## config.mk

```make
export PLATFORM = sky130hd
export DESIGN_NAME = slice_queue
export DESIGN_NICKNAME = d
export VERILOG_FILES = /design/src/rtl/slice_pkg.sv /design/src/rtl/slice_queue_ram.sv /design/src/rtl/slice_queue.sv
export SDC_FILE = /design/constraint.sdc
export NUM_CORES = 2
export LEC_CHECK = 0
export CAP_MARGIN = 20
export CORE_MARGIN = 4
export CORE_UTILIZATION = 60
export CTS_CLUSTER_SIZE = 12
export DETAILED_ROUTE_END_ITERATION = 16
export PLACE_DENSITY = 0.78
export REMOVE_ABC_BUFFERS = 1
export SETUP_SLACK_MARGIN = 0.15
export SYNTH_ARGS = -nofsm -noshare
export SYNTH_HDL_FRONTEND = slang
export SYNTH_SLANG_ARGS = --single-unit
export TNS_END_PERCENT = 20
```

## constraint.sdc

```tcl
create_clock -name clk -period 54.7 [get_ports clk]
set_input_delay 10.94 -clock clk [delete_from_list [all_inputs] [get_ports clk]]
set_output_delay 10.94 -clock clk [all_outputs]
set_load 0.02 [all_outputs]
```

## src/rtl/slice_pkg.sv

```systemverilog
// Shared slice record definitions for the queue, distributor and parsers.
package slice_pkg;

   localparam int DATA_W = 144;
   localparam int POS_W  = 16;
   localparam int ADDR_W = 17;
   localparam int GARB_W = 3;
   localparam int LIT_W  = 1;

   typedef struct packed {
      logic [DATA_W-1:0] data;
      logic [POS_W-1:0]  position;
      logic [ADDR_W-1:0] address;
      logic [GARB_W-1:0] garbage;
      logic [LIT_W-1:0]  lit_flag;
   } slice_t;

   localparam int SLICE_W = $bits(slice_t);

endpackage

```

## src/rtl/slice_queue_ram.sv

```systemverilog
// Simple dual-port slice storage: one write port, one registered read port.
module slice_queue_ram #(
   parameter int AW = 4,
   parameter int W  = 8
) (
   input  logic          clk,
   input  logic          we,
   input  logic [AW-1:0] waddr,
   input  logic [W-1:0]  wdata,
   input  logic [AW-1:0] raddr,
   output logic [W-1:0]  rd_data
);

   logic [W-1:0] mem_q [0:(1<<AW)-1];
   logic [W-1:0] rd_data_q;

   always_ff @(posedge clk) begin
      if (we) mem_q[waddr] <= wdata;
      rd_data_q <= mem_q[raddr];
   end

   assign rd_data = rd_data_q;

endmodule

```

## src/rtl/slice_queue.sv

```systemverilog
// Show-ahead slice FIFO with registered-read storage and write bypass.
// Optional statistics outputs enabled by SLICE_QUEUE_STATS_EN.
module slice_queue
   import slice_pkg::*;
#(
   parameter int DEPTH_LOG2  = 4,
   parameter int AFULL_LEVEL = 12
) (
   input  logic                clk,
   input  logic                rst_n,
   input  logic                wrreq,
   input  logic [DATA_W-1:0]   data_in,
   input  logic [POS_W-1:0]    position_in,
   input  logic [ADDR_W-1:0]   address_in,
   input  logic [GARB_W-1:0]   garbage_in,
   input  logic [LIT_W-1:0]    lit_flag_in,
   output logic                almost_full,
   input  logic                rdreq,
   output logic                valid_out,
   output logic [DATA_W-1:0]   data_out,
   output logic [POS_W-1:0]    position_out,
   output logic [ADDR_W-1:0]   address_out,
   output logic [GARB_W-1:0]   garbage_out,
   output logic [LIT_W-1:0]    lit_flag_out,
`ifdef SLICE_QUEUE_STATS_EN
   output logic [15:0]         push_cnt,
   output logic [15:0]         pop_cnt,
   output logic                overflow,
`endif
   output logic [DEPTH_LOG2:0] usedw
);

   localparam int CW = DEPTH_LOG2 + 1;
   localparam logic [CW-1:0] FULL_CNT  = {1'b1, {DEPTH_LOG2{1'b0}}};
   localparam logic [CW-1:0] AFULL_CNT = CW'(AFULL_LEVEL);
   localparam logic [CW-1:0] CNT_ONE   = CW'(1);
   localparam logic [DEPTH_LOG2-1:0] PTR_ONE = DEPTH_LOG2'(1);

   logic [DEPTH_LOG2-1:0] wr_ptr_q, wr_ptr_d;
   logic [DEPTH_LOG2-1:0] rd_ptr_q, rd_ptr_d;
   logic [CW-1:0]         count_q, count_d;
   logic                  valid_q, valid_d;
   logic                  afull_q, afull_d;
   logic                  byp_q, byp_d;
   slice_t                byp_data_q;
   slice_t                wr_slice, ram_slice, head;
   logic                  push, pop;

   assign wr_slice = '{data: data_in, position: position_in,
                       address: address_in, garbage: garbage_in,
                       lit_flag: lit_flag_in};

   always_comb begin
      pop      = rdreq & valid_q;
      push     = wrreq & ((count_q != FULL_CNT) | pop);
      wr_ptr_d = push ? wr_ptr_q + PTR_ONE : wr_ptr_q;
      rd_ptr_d = pop ? rd_ptr_q + PTR_ONE : rd_ptr_q;
      count_d  = count_q;
      if (push && !pop) count_d = count_q + CNT_ONE;
      if (pop && !push) count_d = count_q - CNT_ONE;
      valid_d  = (count_d != '0);
      afull_d  = (count_d >= AFULL_CNT);
      // A write landing on the next head address misses the RAM read
      byp_d    = push & (wr_ptr_q == rd_ptr_d);
   end

   always_ff @(posedge clk) begin
      if (!rst_n) begin
         wr_ptr_q <= '0;
         rd_ptr_q <= '0;
         count_q  <= '0;
         valid_q  <= 1'b0;
         afull_q  <= 1'b0;
         byp_q    <= 1'b0;
      end else begin
         wr_ptr_q <= wr_ptr_d;
         rd_ptr_q <= rd_ptr_d;
         count_q  <= count_d;
         valid_q  <= valid_d;
         afull_q  <= afull_d;
         byp_q    <= byp_d;
      end
   end

   always_ff @(posedge clk) begin
      if (byp_d) byp_data_q <= wr_slice;
   end

   slice_queue_ram #(
      .AW (DEPTH_LOG2),
      .W  (SLICE_W)
   ) u_ram (
      .clk     (clk),
      .we      (push & rst_n),
      .waddr   (wr_ptr_q),
      .wdata   (wr_slice),
      .raddr   (rd_ptr_d),
      .rd_data (ram_slice)
   );

   assign head         = byp_q ? byp_data_q : ram_slice;
   assign valid_out    = valid_q;
   assign almost_full  = afull_q;
   assign usedw        = count_q;
   assign data_out     = head.data;
   assign position_out = head.position;
   assign address_out  = head.address;
   assign garbage_out  = head.garbage;
   assign lit_flag_out = head.lit_flag;

`ifdef SLICE_QUEUE_STATS_EN
   logic [15:0] push_cnt_q, push_cnt_d;
   logic [15:0] pop_cnt_q, pop_cnt_d;
   logic        ovf_q, ovf_d;

   always_comb begin
      push_cnt_d = push ? push_cnt_q + 16'd1 : push_cnt_q;
      pop_cnt_d  = pop ? pop_cnt_q + 16'd1 : pop_cnt_q;
      ovf_d      = ovf_q | (wrreq & ~push);
   end

   always_ff @(posedge clk) begin
      if (!rst_n) begin
         push_cnt_q <= '0;
         pop_cnt_q  <= '0;
         ovf_q      <= 1'b0;
      end else begin
         push_cnt_q <= push_cnt_d;
         pop_cnt_q  <= pop_cnt_d;
         ovf_q      <= ovf_d;
      end
   end

   assign push_cnt = push_cnt_q;
   assign pop_cnt  = pop_cnt_q;
   assign overflow = ovf_q;
`endif

endmodule

```

=== Yosys cells after proc, flatten, opt, wreduce, memory -nomap -nowiden ===
Memory sizes are Yosys's and may differ from the RTL's. A register that Yosys moved wholly into a read port is not among the register bits.
Cells that the tools add are included.

* Register bits after elaboration: 197
* RAM bits: 2896
* Input bits: 185
* Output and inout port bits: 188
* Word-level logic and storage cells: 35
* Memories: 1

{| class="wikitable"
|+ Memory list
! memory !! words !! width !! rd ports !! clocked after Yosys merged registers in !! write ports !! RTL line !! text
|-
| u_ram.mem_q || 16 || 181 || 1 || 1 || 1 || slice_queue_ram.sv:14 || <nowiki>logic [W-1:0] mem_q [0:(1<<AW)-1];</nowiki>
|}

* $add $sub $neg: 4
* Order comparisons: 1
* Equality and inequality tests: 2
* Multiplexer cells: 6
* Bitwise logic cells: 5
* Reduce and logical (&&, ||, !) cells: 5

{| class="wikitable"
|+ Operator list
! kind !! number
|-
| 181-bit 2-to-1 mux || 1
|-
| 5-bit 2-to-1 mux || 2
|-
| 4-bit by 1-bit adder with 4-bit output, second input constant || 2
|-
| 5-bit by 1-bit adder with 5-bit output, second input constant || 1
|-
| 5-bit by 4-bit >= comparator with 1-bit output, second input constant || 1
|-
| 5-bit inequality test, second input constant || 1
|-
| 5-bit nonzero test || 1
|-
| 5-bit by 1-bit subtractor with 5-bit output, second input constant || 1
|-
| 1-bit AND || 4
|-
| 4-bit equality test || 1
|-
| 4-bit 2-to-1 mux || 1
|-
| 1-bit logical AND || 2
|-
| 1-bit zero test || 2
|-
| 1-bit 2-to-1 mux || 2
|-
| 1-bit bitwise OR || 1
|}

=== Longest topological paths before layout ===
* Depth in word-level cells: 7
* Depth in mapped cells: 11
* Depth with buffers taken out: 8

=== Modules after synthesis ===
A second synthesis with hierarchy kept.

* Cell total of the unflattened synthesis: 5208
* Area, all modules: 120847.2 sq um

{| class="wikitable"
|+ By module, submodules not included
! module !! times used !! cells an instance !! area an instance (sq um)
|-
| slice_queue_ram || 1 || 4730 || 112334.0
|-
| slice_queue || 1 || 478 || 8513.2
|}

=== Worst setup path before layout ===
OpenSTA, ideal clock, no wires.

* Path kind: input port to flip-flop
* Start: in rdreq
* End: reg byp_q
* Data arrival time: 30193 ps
* Required time: 54544 ps
* Setup slack: 24351 ps
* Stages: 7
* Buffers on the path: 1
* Cells stage by stage: and2_1 -> buf_2 -> a21oi_1 -> xnor2_1 -> nand2_1 -> nor4_1 -> and2_1

* Cells in the longest elaborated chain, start to end: 4
* Elaborated cells on any way between the ends: 6
* Classes of those cells: 1 x eq/ne; 1 x mux; 4 x bitwise

{| class="wikitable"
|+ RTL lines
! element !! RTL line !! text
|-
| from (decl) || slice_queue.sv:18 || <nowiki>input logic rdreq,</nowiki>
|-
| 1-bit AND * || slice_queue.sv:54 || <nowiki>pop = rdreq & valid_q;</nowiki>
|-
| 4-bit 2-to-1 mux / 1-bit bitwise OR (equally long branches) || slice_queue.sv:57, slice_queue.sv:55 ||
|-
| 4-bit equality test / 1-bit AND (equally long branches) || slice_queue.sv:64, slice_queue.sv:55 ||
|-
| 1-bit AND * || slice_queue.sv:64 || <nowiki>byp_d = push & (wr_ptr_q == rd_ptr_d);</nowiki>
|-
| via byp_d || slice_queue.sv:44 || <nowiki>logic byp_q, byp_d;</nowiki>
|-
| to (signal assigned) || slice_queue.sv:81 || <nowiki>byp_q <= byp_d;</nowiki>
|-
| to (decl) || slice_queue.sv:44 ||
|}

The timed path passes the listed nets; every way through them passes the cells marked *.
A chain may end at the register's enable or synchronous reset.

=== Final worst setup path ===
* Start: in rdreq
* End: mem u_ram.mem_q[1][33] in the netlist's numbering, enable pin

* Cells in the longest elaborated chain, start to end: 6

{| class="wikitable"
|+ RTL lines
! element !! RTL line !! text
|-
| 1-bit AND || slice_queue.sv:54 ||
|-
| 1-bit bitwise OR || slice_queue.sv:55 || <nowiki>push = wrreq & ((count_q != FULL_CNT) | pop);</nowiki>
|-
| 1-bit AND || slice_queue.sv:55 ||
|-
| 1-bit AND || slice_queue.sv:94 || <nowiki>.we (push & rst_n),</nowiki>
|-
| 1-bit 2-to-1 mux || slice_queue_ram.sv:18 || <nowiki>if (we) mem_q[waddr] <= wdata;</nowiki>
|-
| 1-bit 2-to-1 mux (implied by the code) || slice_queue_ram.sv:18 ||
|-
| to (decl) || slice_queue_ram.sv:14 ||
|}

Every way passes these cells.

==> impl_metrics.yaml <==
grt:
  grt_start_max_net_pins: 205
  track_usage_pct: 31.3
  antenna_found_initial: 40
  grt_pass1_wl_um: 541000
  overflow: 0
  grt_pass1_vias: 85200
die:
  die_h_um: 479
  die-width_um: 479
  initial_core_util_pct: 60.4
  dieArea_um2: 229000
  core_area_um2: 220000
  rows: 172
  io_pins: 373
sta:
  worstMarginPinSlew_ps: 1220
  timing.setup.tns_ps: 0
  fin_crit_sh_pct: 29.1
  max_freq_mhz: 62.8
  setup_viol: 0
  relSlewSlack_pct: 18.7
  hold_viol_final: 0
  min_period_ps: 15920
  slew_violations: 0
  finalClockSkew_ps: 45.9
  rsz0062_at_grt: "no"
clocking:
  clkLatencyLatePin_ps: 970
  clk_path_buf_depth: 4
  clk_pin_slew_ps: 60
  root_buffer: "clkbuf_16"
  cts-hold-fix-buffers: 0
  cts_sinks: 3274
  cts_tree: "done"
  cts_made_buffers: 345
  ctsResizeCount: 0
  cts_setup_buffers: 0
  htreeDepth: 5
synth:
  async_flop_share_pct: 0
  synth_top_flop_cell: "edfxtp_1"
  yosysWarnings: 0
  syn_avg_cell_area_um2: 15.3
  ys_seq_elements: 3274
  syn_area_um2: 133000
  yosysTopAreaCell: "edfxtp_1"
  yosys-top-cells-count: "edfxtp_1 (3,077), nand2_1 (866), a21oi_1 (606)"
  synth_edf_count: 3077
  ys_seq_area_share_pct: 72.5
  synth_cell_types: 67
  synth_top_area_share_pct: 69.5
  syn_inst: 8668
  synth_area_leaders: "edfxtp_1 (70%), mux4_2 (4.9%), dfxtp_1 (3.0%)"
  synth.most_common_cell: "edfxtp_1"
route:
  wl_per_cell_um: 30.5
  finalWirelength_um: 367000
  first_pass_iters: 12
  drtIter0Drc: 12100
  drcViolationCount: 0
  vias: 85200
  postRouteAntennaNets: 0
  vias_per_cell: 7.07
setup_path:
  crit_path_end_kind: "flip-flop"
  cp_max_fo: 66
  start_kind: "input port"
  critical_path_class: "in -> reg"
  crit_arrival_ps: 16500
  cp.required_ps: 55280
  r2r_cells: 8
cells_and_area:
  nets: 9010
  fillers: 14100
  syn2layout_area_growth_pct: 12.3
  drive_gt1_share_pct: 12.0
pwr:
  total_power_uw: 5860
  p_leak_uw: 0.0470
  ir_drop_uv: 37.6
  power_density_nw_per_um2: 39.3
status:
  status: "completed"
placement:
  gp_routability_congestion: 0.793
  io_buffers: 372
  dp_hpwl_um: 177000
hold_path:
  holdCritPathClass: "reg -> reg"
  hold_depth: 2
flow_run:
  maxCapViolCount: 0
## per-stage QoR
stage	instance area, µm²	instances	hold WS [ps]	setup WS, ps	util, %
after floorplan	130000	7949	506	5090	-
after global placement	139000	11400	535	38030	63.2
after detailed placement	139000	11400	551	37910	63.2
after CTS	149000	12000	573	38890	67.8
after global routing	149000	12000	616	38630	67.8
final	149000	12000	576	38780	67.9
## final timing paths
path,startpoint,endpoint,slack [ps]
max,rdreq,u_ram.mem_q[1][33],38780
min,u_ram.mem_q[6][161],u_ram.rd_data[161],580
max reg2reg,valid_out,u_ram.mem_q[1][33],48630
min reg2reg,u_ram.mem_q[6][161],u_ram.rd_data[161],580
## worst max-delay path, stage by stage
cell and delay, ps:
clkdlybuf4s50_1 470, buf_4 450, and2_4 790, o21a_1 400, nand2_1 290, nor2_4 740, buf_4 890, buf_4 690
buf_4 670
## layout by cell type (no fill, tap or decap), types with 159 or more instances in the layout
cell,instances
clkbuf_16,350
nand3_1,317
clkdlybuf4s50_1,372
nand2_1,861
dfxtp_1,193
mux4_2,287
edfxtp_1,3077
o21ai_0,300
a21o_1,169
a21oi_1,605
a22oi_1,235
a211oi_1,412
clkbuf_1,159
mux2_2,181
## where the power goes
| part | switching, µW | internal (µW) |
|---|---|---|
| Combinational | 542 | 321 |
| Clock | 912 | 1230 |
| Sequential | 37.9 | 2820 |
| Total | 1490 | 4370 |
## routing by layer
layer / share of wire (%) / wire, µm / up-vias / global-route usage, %
met3: 12 / 43200 / 1196 / 6.45
met5: 0.069 / 252 / - / 0
met1: 36 / 132000 / 42600 / 42.0
li1: - / - / 35100 / -
met4: 5.1 / 18800 / 36 / 15.4
met2: 47 / 173000 / 6233 / 49.5
## area by class of cell
class,instances,area (µm²),area share [%]
tap,2958,3700,2.48
timing repair buffer,522,5200,3.48
sequential,3274,96400,64.6
antenna,23,57.6,0.0386
clock buffer,538,9750,6.54
clock inverter,49,322,0.215
multi-input combinational,4633,33700,22.6
inverter,42,175,0.117
## flip-flops by register name, indices dropped and copies added, names as in the netlist
register / flops
almost_full: 1
byp_data_q: 181
byp_q: 1
rd_ptr_q: 4
u_ram.mem_q: 2896
u_ram.rd_data: 181
usedw: 5
valid_out: 1
wr_ptr_q: 4
## kinds of logic after synthesis
kind of cell | Yosys count | synth area share [%]
and+or+nand+nor | 1587 | 5.17
muxes | 561 | 7.10
AOI/OAI and AO/OA | 2462 | 12.6
DFF | 3274 | 72.5
buffers and inverters | 761 | 2.42
xor gates and xnor gates | 16 | 0.137
adders and majority gates | 7 | 0.0659
Power figures use the tool's default switching activity.
